### config.mk
export PLATFORM = sky130hd
export DESIGN_NAME = btn_cmd_encoder
export DESIGN_NICKNAME = d
export VERILOG_FILES = /design/src/rtl/calc_pkg.sv /design/src/rtl/btn_debounce.sv /design/src/rtl/btn_cmd_encoder.sv
export SDC_FILE = /design/constraint.sdc
export NUM_CORES = 1
export LEC_CHECK = 0
export CELL_PAD_IN_SITES_DETAIL_PLACEMENT = 0
export CELL_PAD_IN_SITES_GLOBAL_PLACEMENT = 1
export CORE_ASPECT_RATIO = 1.2
export CORE_MARGIN = 3
export CORE_UTILIZATION = 36
export CTS_BUF_LIST = sky130_fd_sc_hd__clkbuf_8 sky130_fd_sc_hd__clkbuf_16
export DETAILED_ROUTE_END_ITERATION = 7
export GPL_ROUTABILITY_DRIVEN = 0
export HOLD_SLACK_MARGIN = 0.12
export PLACE_DENSITY = 0.62
export SETUP_SLACK_MARGIN = 0.3
export SLEW_MARGIN = 20
export SYNTH_ARGS = -nofsm -noshare
export SYNTH_HDL_FRONTEND = slang
export SYNTH_HIERARCHICAL = 1
export SYNTH_SLANG_ARGS = --single-unit
### constraint.sdc
create_clock -name clk -period 2.5 [get_ports clk]
set_input_delay 0.375 -clock clk [delete_from_list [all_inputs] [get_ports clk]]
set_output_delay 0.375 -clock clk [all_outputs]
set_load 0.02 [all_outputs]
### src/rtl/calc_pkg.sv
// Shared calculator definitions: one-hot command codes (also used by the
// ALU/7-seg block), button indices and the press-FSM state type.
package calc_pkg;

  localparam logic [3:0] CMD_NONE = 4'b0000;
  localparam logic [3:0] CMD_INC  = 4'b0001;
  localparam logic [3:0] CMD_DEC  = 4'b0010;
  localparam logic [3:0] CMD_NEXT = 4'b0100;
  localparam logic [3:0] CMD_CLR  = 4'b1000;
  localparam logic [3:0] CMD_RST  = 4'b1111;

  localparam int BTN_INC  = 0;
  localparam int BTN_DEC  = 1;
  localparam int BTN_NEXT = 2;
  localparam int BTN_CLR  = 3;

  typedef enum logic [0:0] {
    IDLE = 1'b0,
    HELD = 1'b1
  } btn_state_t;

  // Command for the highest-priority rising button: CLR > NEXT > DEC > INC.
  function automatic logic [3:0] prio_cmd(input logic [3:0] rise);
    logic [3:0] cmd;
    cmd = CMD_NONE;
    if (rise[BTN_CLR])       cmd = CMD_CLR;
    else if (rise[BTN_NEXT]) cmd = CMD_NEXT;
    else if (rise[BTN_DEC])  cmd = CMD_DEC;
    else if (rise[BTN_INC])  cmd = CMD_INC;
    return cmd;
  endfunction

endpackage

### src/rtl/btn_debounce.sv
// One raw asynchronous button: 2-FF synchroniser followed by a counter
// debouncer. The level only changes after DEBOUNCE_CYCLES consecutive
// cycles of disagreement between the synchronised input and the level.
module btn_debounce #(
  parameter int DEBOUNCE_CYCLES = 1000
) (
  input  logic clk,
  input  logic rst,
  input  logic btn_i,
  output logic level_o
);

  localparam int CW = $clog2(DEBOUNCE_CYCLES + 1);
  localparam logic [CW-1:0] CNT_LAST = CW'(DEBOUNCE_CYCLES - 1);

  logic          sync1_q, sync2_q;
  logic          level_q, level_d;
  logic [CW-1:0] cnt_q, cnt_d;

  // Count cycles of disagreement; flip the level on the last one.
  always_comb begin
    level_d = level_q;
    cnt_d   = '0;
    if (sync2_q != level_q) begin
      if (cnt_q == CNT_LAST) begin
        level_d = sync2_q;
        cnt_d   = '0;
      end else begin
        cnt_d = cnt_q + 1'b1;
      end
    end
  end

  // Synchroniser, level and counter registers.
  always_ff @(posedge clk) begin
    if (rst) begin
      sync1_q <= 1'b0;
      sync2_q <= 1'b0;
      level_q <= 1'b0;
      cnt_q   <= '0;
    end else begin
      sync1_q <= btn_i;
      sync2_q <= sync1_q;
      level_q <= level_d;
      cnt_q   <= cnt_d;
    end
  end

  assign level_o = level_q;

endmodule

### src/rtl/btn_cmd_encoder.sv
// Calculator button front end: four debounced buttons -> one registered
// single-cycle one-hot command per press; a long clear hold emits CMD_RST.
// Optional feature macro: AUTO_REPEAT_EN (INC/DEC auto-repeat while held).
module btn_cmd_encoder
  import calc_pkg::*;
#(
  parameter int DEBOUNCE_CYCLES = 1000,
  parameter int LONG_CYCLES     = 50000,
  parameter int REPEAT_DELAY    = 20000,
  parameter int REPEAT_PERIOD   = 5000
) (
  input  logic       clk,
  input  logic       rst,
  input  logic       btn_inc_i,
  input  logic       btn_dec_i,
  input  logic       btn_next_i,
  input  logic       btn_clr_i,
  output logic [3:0] num_o,
  output logic       cmd_valid_o,
  output logic [3:0] btn_level_o
);

  // Reject nonsensical timing parameters at elaboration.
  if (DEBOUNCE_CYCLES < 1 || LONG_CYCLES < 1 || REPEAT_DELAY < 1 || REPEAT_PERIOD < 1) begin : g_bad_param
    $error("btn_cmd_encoder: all cycle parameters must be >= 1");
  end

  localparam int HW = $clog2(LONG_CYCLES + 1);
  localparam logic [HW-1:0] HOLD_MAX  = HW'(LONG_CYCLES);
  localparam logic [HW-1:0] HOLD_LAST = HW'(LONG_CYCLES - 1);

  logic [3:0] raw;
  logic [3:0] lvl;
  logic [3:0] rise;

  assign raw = {btn_clr_i, btn_next_i, btn_dec_i, btn_inc_i};

  for (genvar i = 0; i < 4; i++) begin : g_db
    btn_debounce #(
      .DEBOUNCE_CYCLES(DEBOUNCE_CYCLES)
    ) u_db (
      .clk    (clk),
      .rst    (rst),
      .btn_i  (raw[i]),
      .level_o(lvl[i])
    );
  end

  btn_state_t    state_q, state_d;
  logic [3:0]    held_q, held_d;
  logic [3:0]    lvl_prev_q, lvl_prev_d;
  logic [3:0]    num_q, num_d;
  logic          valid_q, valid_d;
  logic [HW-1:0] hold_q, hold_d;

`ifdef AUTO_REPEAT_EN
  localparam int RMAX = (REPEAT_DELAY > REPEAT_PERIOD) ? REPEAT_DELAY : REPEAT_PERIOD;
  localparam int RW   = $clog2(RMAX + 1);
  localparam logic [RW-1:0] RPT_DELAY_LAST  = RW'(REPEAT_DELAY - 1);
  localparam logic [RW-1:0] RPT_PERIOD_LAST = RW'(REPEAT_PERIOD - 1);

  logic [RW-1:0] rpt_q, rpt_d;
  logic          rpt_first_q, rpt_first_d;
  logic          rpt_btn_high;

  assign rpt_btn_high = (held_q == CMD_INC && lvl[BTN_INC]) ||
                        (held_q == CMD_DEC && lvl[BTN_DEC]);
`endif

  assign rise = lvl & ~lvl_prev_q;

  // Press FSM: accept one press in IDLE, then track hold/repeat in HELD.
  always_comb begin
    state_d    = state_q;
    held_d     = held_q;
    lvl_prev_d = lvl;
    num_d      = CMD_NONE;
    hold_d     = hold_q;
`ifdef AUTO_REPEAT_EN
    rpt_d       = rpt_q;
    rpt_first_d = rpt_first_q;
`endif
    case (state_q)
      IDLE: begin
        if (|rise) begin
          num_d   = prio_cmd(rise);
          held_d  = prio_cmd(rise);
          state_d = HELD;
          hold_d  = '0;
`ifdef AUTO_REPEAT_EN
          rpt_d       = '0;
          rpt_first_d = 1'b1;
`endif
        end
      end
      default: begin
        if (lvl == 4'b0000) begin
          state_d = IDLE;
          held_d  = CMD_NONE;
        end else begin
          // Clearing held_cmd on release stops any later RST/repeat for this press.
          if (held_q == CMD_CLR) begin
            if (!lvl[BTN_CLR]) begin
              held_d = CMD_NONE;
            end else if (hold_q != HOLD_MAX) begin
              hold_d = hold_q + 1'b1;
              if (hold_q == HOLD_LAST) num_d = CMD_RST;
            end
          end
`ifdef AUTO_REPEAT_EN
          if (held_q == CMD_INC || held_q == CMD_DEC) begin
            if (rpt_btn_high) begin
              if (rpt_q == (rpt_first_q ? RPT_DELAY_LAST : RPT_PERIOD_LAST)) begin
                num_d       = held_q;
                rpt_d       = '0;
                rpt_first_d = 1'b0;
              end else begin
                rpt_d = rpt_q + 1'b1;
              end
            end else begin
              held_d = CMD_NONE;
            end
          end
`endif
        end
      end
    endcase
    valid_d = (num_d != CMD_NONE);
  end

  // FSM, counters and registered outputs.
  always_ff @(posedge clk) begin
    if (rst) begin
      state_q    <= IDLE;
      held_q     <= CMD_NONE;
      lvl_prev_q <= 4'b0000;
      num_q      <= CMD_NONE;
      valid_q    <= 1'b0;
      hold_q     <= '0;
`ifdef AUTO_REPEAT_EN
      rpt_q       <= '0;
      rpt_first_q <= 1'b0;
`endif
    end else begin
      state_q    <= state_d;
      held_q     <= held_d;
      lvl_prev_q <= lvl_prev_d;
      num_q      <= num_d;
      valid_q    <= valid_d;
      hold_q     <= hold_d;
`ifdef AUTO_REPEAT_EN
      rpt_q       <= rpt_d;
      rpt_first_q <= rpt_first_d;
`endif
    end
  end

  assign num_o       = num_q;
  assign cmd_valid_o = valid_q;
  assign btn_level_o = lvl;

endmodule

Word level (Yosys, flattened, before mapping)
Cells that the tools add are included.
{"block": "totals", "register_bits": 82, "inputBits": 6, "out_inout_bits": 9, "word_cells": 89}
{"block": "op_classes", "add_sub_neg": 5, "eq_ne": 17, "muxes": 25, "n_bitwise": 6, "n_reduce_logical": 14}
{"cell": "2-to-1 mux 16 bit", "n": 6}
{"cell": "2-to-1 mux 4 bit", "n": 15}
{"cell": "adder 10 x 1 -> 10 bit (second input constant)", "n": 4}
{"cell": "== test 10 bit (second input constant)", "n": 4}
{"cell": "adder 16 x 1 -> 16 bit (second input constant)", "n": 1}
{"cell": "== test 16 bit (second input constant)", "n": 1}
{"cell": "!= test 16 bit (second input constant)", "n": 1}
{"cell": "OR reduction 3 bit", "n": 4}
{"cell": "AND reduction 2 bit", "n": 4}
{"cell": "!= test 2 x 1 -> 1 bit (second input constant)", "n": 3}
{"cell": "AND reduction 5 bit", "n": 1}
{"cell": "bitwise AND 4 bit", "n": 1}
{"cell": "== test 4 bit (second input constant)", "n": 1}
{"cell": "logical NOT 4 bit", "n": 1}
{"cell": "2-to-1 mux 1 bit", "n": 4}
{"cell": "!= test 1 bit", "n": 4}
{"cell": "NOT 1 bit", "n": 4}
{"cell": "NOT 4 bit", "n": 1}
{"cell": "nonzero test 4 bit", "n": 1}
{"cell": "OR reduction 4 bit", "n": 1}
{"cell": "!= test 3 x 1 -> 1 bit (second input constant)", "n": 1}
{"cell": "!= test 3 bit (second input constant)", "n": 1}
{"cell": "AND reduction 3 bit", "n": 1}
{"cell": "!= test 2 bit (second input constant)", "n": 1}
{"cell": "nonzero test 2 bit", "n": 1}

Depth between registers and ports, before layout
{"block": "logic_depth", "ltp_word": 9, "ltp_mapped": 7, "ltp_nobuf": 6}

By module
The synthesis kept the hierarchy.
{"mod": "btn_debounce", "n_inst": 4, "cells_each": 59, "area_per_inst_um2": 543.0}
{"mod": "btn_cmd_encoder", "n_inst": 1, "cells_each": 148, "area_per_inst_um2": 1361.3}

Least setup slack after synthesis
Ideal clock, no wire load.
{"block": "synth_timing", "path_type": "reg2reg", "start": "reg state_q", "end": "reg hold_q[13]", "setup_time_ns": 0.071, "arrival_time_ns": 2.056, "slack_ns": 0.374, "stages_incl_launch_ff": 6, "period_less_slack_ns": 2.126, "cell_sequence": "dfxtp_1 > or4b_4 > or4_4 > buf_6 > or4_1 > a21oi_1"}
{"block": "synth_between", "elab_chain_len": 2}
{"item": "from (decl)", "line_no": "btn_cmd_encoder.sv:49", "text": "btn_state_t state_q, state_d;"}
{"item": "from (signal assigned)", "line_no": "btn_cmd_encoder.sv:145", "text": "state_q <= state_d;"}
{"item": "!= test 2 x 1 -> 1 bit (no line), or another cell as far along"}
{"item": "AND reduction 5 bit (no line)"}
{"item": "to (signal assigned)", "line_no": "btn_cmd_encoder.sv:150", "text": "hold_q <= hold_d;"}
{"item": "to (decl)", "line_no": "btn_cmd_encoder.sv:54", "text": "logic [HW-1:0] hold_q, hold_d;"}
Several ways; a longest one is shown, not always the timed one.
A chain may end at the register's enable or synchronous reset.

Worst setup path in the final report
{"block": "layout_timing", "start": "reg held_q[2]", "end": "reg hold_q[7]"}
{"block": "layout_between", "elab_chain_len": 3}
{"item": "from (decl)", "line_no": "btn_cmd_encoder.sv:50", "text": "logic [3:0] held_q, held_d;"}
{"item": "from (signal assigned)", "line_no": "btn_cmd_encoder.sv:146", "text": "held_q <= held_d;"}
{"item": "== test 4 bit", "line_no": "btn_cmd_encoder.sv:102", "text": "if (held_q == CMD_CLR) begin"}
{"item": "!= test 2 x 1 -> 1 bit (no line)"}
{"item": "AND reduction 5 bit (no line)"}
No other way between the ends.

==> results.json <==
{
  "synth.net_count": 396,
  "critPathKind": "reg2reg",
  "antenna_found_initial": 0,
  "hold_path_depth": 1,
  "register_area_um2": 1647,
  "drtIter0Drc": 124,
  "finalCoreUtilization": 0.4342,
  "io_buffers": 14,
  "core-area_um2": 9564,
  "start_util": 0.3694,
  "dieWidth_um": 96.44,
  "die_height_um": 114.5,
  "setup_viol": 0,
  "cp.required_ps": 2740,
  "slew-limit-headroom": 0.5790,
  "synth_ff_type": "dfxtp_1",
  "rsz0062_at_grt": "yes",
  "maxCapViolations": 0,
  "worst_path_max_delay_cell": "or4_4",
  "powerDensity_nw_per_um2": 641.0,
  "max_stage_delay_ps": 570,
  "drive_above_1_share": 0.08675,
  "clockRootBuffer": "clkbuf_16",
  "antennaDiodeCount": 0,
  "n_fill_cell": 967,
  "dr.pass1.iters": 4,
  "numCtsBuffers": 9,
  "first_global_vias": 2561,
  "cts_tree": "yes",
  "fmax_mhz": 462.9,
  "holdWs_ps": 434.6,
  "r2r_end": "hold_q[7]",
  "cp_num_cells": 5,
  "clk_path_buf_depth": 2,
  "cts.sinks": 82,
  "fin_setup_tns_ps": 0,
  "final_cells": 538,
  "crit_path_end": "hold_q[7]",
  "vias": 2848,
  "insertion_delay_ps": 330,
  "power_mw": 2.662,
  "pin_count": 15,
  "drc": 0,
  "row_count": 39,
  "yosysSeqAreaShare": 0.4646,
  "dp_hpwl_um": 4850,
  "status": "finished clean",
  "peakVddDrop_mv": 0.3139,
  "grt-ovfl-total": 0,
  "cp_cell_sequence": "or4b_4 -> or4_4 -> buf_4 -> or3_1 -> a21oi_1",
  "viasPerCell": 5.294,
  "ys_types": 42,
  "reg2reg_from": "held_q[2]",
  "syn-mean-instance-area_um2": 9.202,
  "cp.arrival_ps": 2400,
  "crit_path_start": "held_q[2]",
  "r2r_cells": 5,
  "r2r_slack_ps": 340,
  "grt_pass1_wl_um": 12410,
  "dp_cells": 519,
  "die_area_um2": 11040,
  "cp_num_buf_inv": 1,
  "grt_max_degree": 16,
  "finClkSkew_ps": 4.483,
  "cp_top_family": "simple AND/OR/NAND/NOR gates",
  "min_path_type": "reg2reg",
  "wl_per_cell_um": 13.22,
  "wl_um": 7110,
  "drv_slew": 0,
  "final_nets": 422,
  "period_needed_ps": 2160,
  "ctsHoldBuffers": 0,
  "grtUsageTotal": 0.1423,
  "yosysWarnings": 6,
  "clk_pin_slew_ps": 60,
  "worst-path-max-fanout": 6,
  "cp-end-kind": "flop",
  "hold_viol": 0,
  "netlist_area_um2": 3533,
  "synth-edff-count": 0,
  "synthArstFlopShare": 0,
  "htreeDepth": 3,
  "p_leak_nw": 1.284,
  "post-route-period-util": 0.8641,
  "critPathLaunchType": "flop",
  "tightest_slew_ps": 630.5,
  "synthCells": 384,
  "postRouteAntennaNets": 0,
  "multi_input_area_um2": 1798,
  "syn_to_final_growth_pct": 17.53,
  "ys_ff_latch": 82
}
flip-flops by register name (all words and copies together) (netlist names):
name               flops
g_db.u_db/sync2_q      4
hold_q                16
state_q                1
g_db.u_db/level_o      4
num_o                  4
g_db.u_db/cnt_q       40
g_db.u_db/sync1_q      4
held_q                 4
lvl_prev_q             4
cmd_valid_o            1
kinds of logic after synthesis:
logic type | count (synthesis) | share of synthesized area
simple gates | 163 | 0.2727
compound gates | 88 | 0.1632
flops | 82 | 0.4646
buf+inv | 25 | 0.02868
xor+xnor | 20 | 0.04958
fa+ha+maj | 6 | 0.02125
Yosys cell counts (2+ instances only):
cell type  instances  area [um^2]
and4_1             3        26.28
clkinv_1           4        15.01
nand2_1           27        101.4
nor2b_1           13        81.33
o31ai_1           19        142.6
nand2b_1           7        43.79
nand4bb_1          4        45.04
o311ai_2           4        65.06
or4_1             21        157.7
nor4_1             2        12.51
o21ai_0           18        90.09
nand3_2            4        40.04
a221oi_1           4        35.03
nand3_1           15        75.07
dfxtp_1           82         1642
o2bb2ai_1          3        26.28
xor2_1            13        113.9
nor4b_1            2        17.52
nor4bb_1           2        20.02
nand4_1            8        50.05
or3_1             16        100.1
a21oi_1           35        175.2
inv_1             16        60.06
ha_1               6        75.07
xnor2_1            7        61.31
nor2_1            30        112.6
clkbuf_1           4        15.01
per-layer routing:
layer  GRT usage  part of all wire  wire, um  vias up
li1            -                 -         -     1488
met1      0.1986              0.51      3660     1320
met2      0.2086              0.44      3154       35
met3     0.03616             0.030       212        5
met4     0.05613             0.012        82        0
met5           0                 0         0        -
what timing repair did:
action                     in CTS  in global routing
setup buffers                   0                  3
setup endpoints to repair       3                  3
pin swaps                       1                  3
gates resized for setup         1                  4
final cells by class:
type                    instances  share of cell area
clock buffers                  10             0.05755
clock inverters                 6             0.01386
inverters                      20             0.01808
multi-input cells             277              0.4330
flip-flops and latches         82              0.3965
well taps                     123             0.03706
repair buffers                 20             0.04399
how the worst min path moves through the flow:
stage                      endpoint            startpoint  slack (ps)
2_1_floorplan  g_db[0].u_db/sync2_q  g_db[0].u_db/sync1_q         410
3_3_place_gp   g_db[0].u_db/sync2_q  g_db[0].u_db/sync1_q         420
3_5_place_dp   g_db[1].u_db/sync2_q  g_db[1].u_db/sync1_q         420
4_1_cts        g_db[3].u_db/sync2_q  g_db[3].u_db/sync1_q         440
5_1_grt        g_db[2].u_db/sync2_q  g_db[2].u_db/sync1_q         450
6_report       g_db[1].u_db/sync2_q  g_db[1].u_db/sync1_q         430
where the power goes:
group	total, mW	internal, mW	switching [mW]
logic	0.0447	0.0174	0.0273
registers	1.32	1.31	0.00374
clock network	1.30	0.793	0.507
total	2.66	2.12	0.538
cell usage in the layout, fill, tap and decap left out, types with 4 or more instances in the layout:
cell	n
dfxtp_1	80
nor2b_1	13
nand3_2	4
ha_1	6
inv_1	17
nand4_1	8
nand2_1	27
nor2_1	30
clkbuf_16	9
clkinv_1	4
o311ai_2	4
o21ai_0	18
a221oi_1	4
nand2b_1	7
a21oi_1	34
buf_4	5
o31ai_1	19
nand3_1	15
or3_1	16
or4_1	20
clkdlybuf4s50_1	14
xor2_1	13
xnor2_1	7
nand4bb_1	4
worst reg2reg max path, cell delays in order, from the launching register on:
cell and delay [ps]:
dfxtp_2 330, or4b_4 560, or4_4 570, buf_4 170, or3_1 300, a21oi_1 150
stage by stage:
stage	cell area [um^2]	setup slack (ps)
6_report	4153	339.9
5_1_grt	4153	292.8
4_1_cts	4121	314.6
3_5_place_dp	3824	240.2
3_3_place_gp	3824	265.2
2_1_floorplan	3533	373.9
No activity file was read; power rests on OpenSTA's default activity.
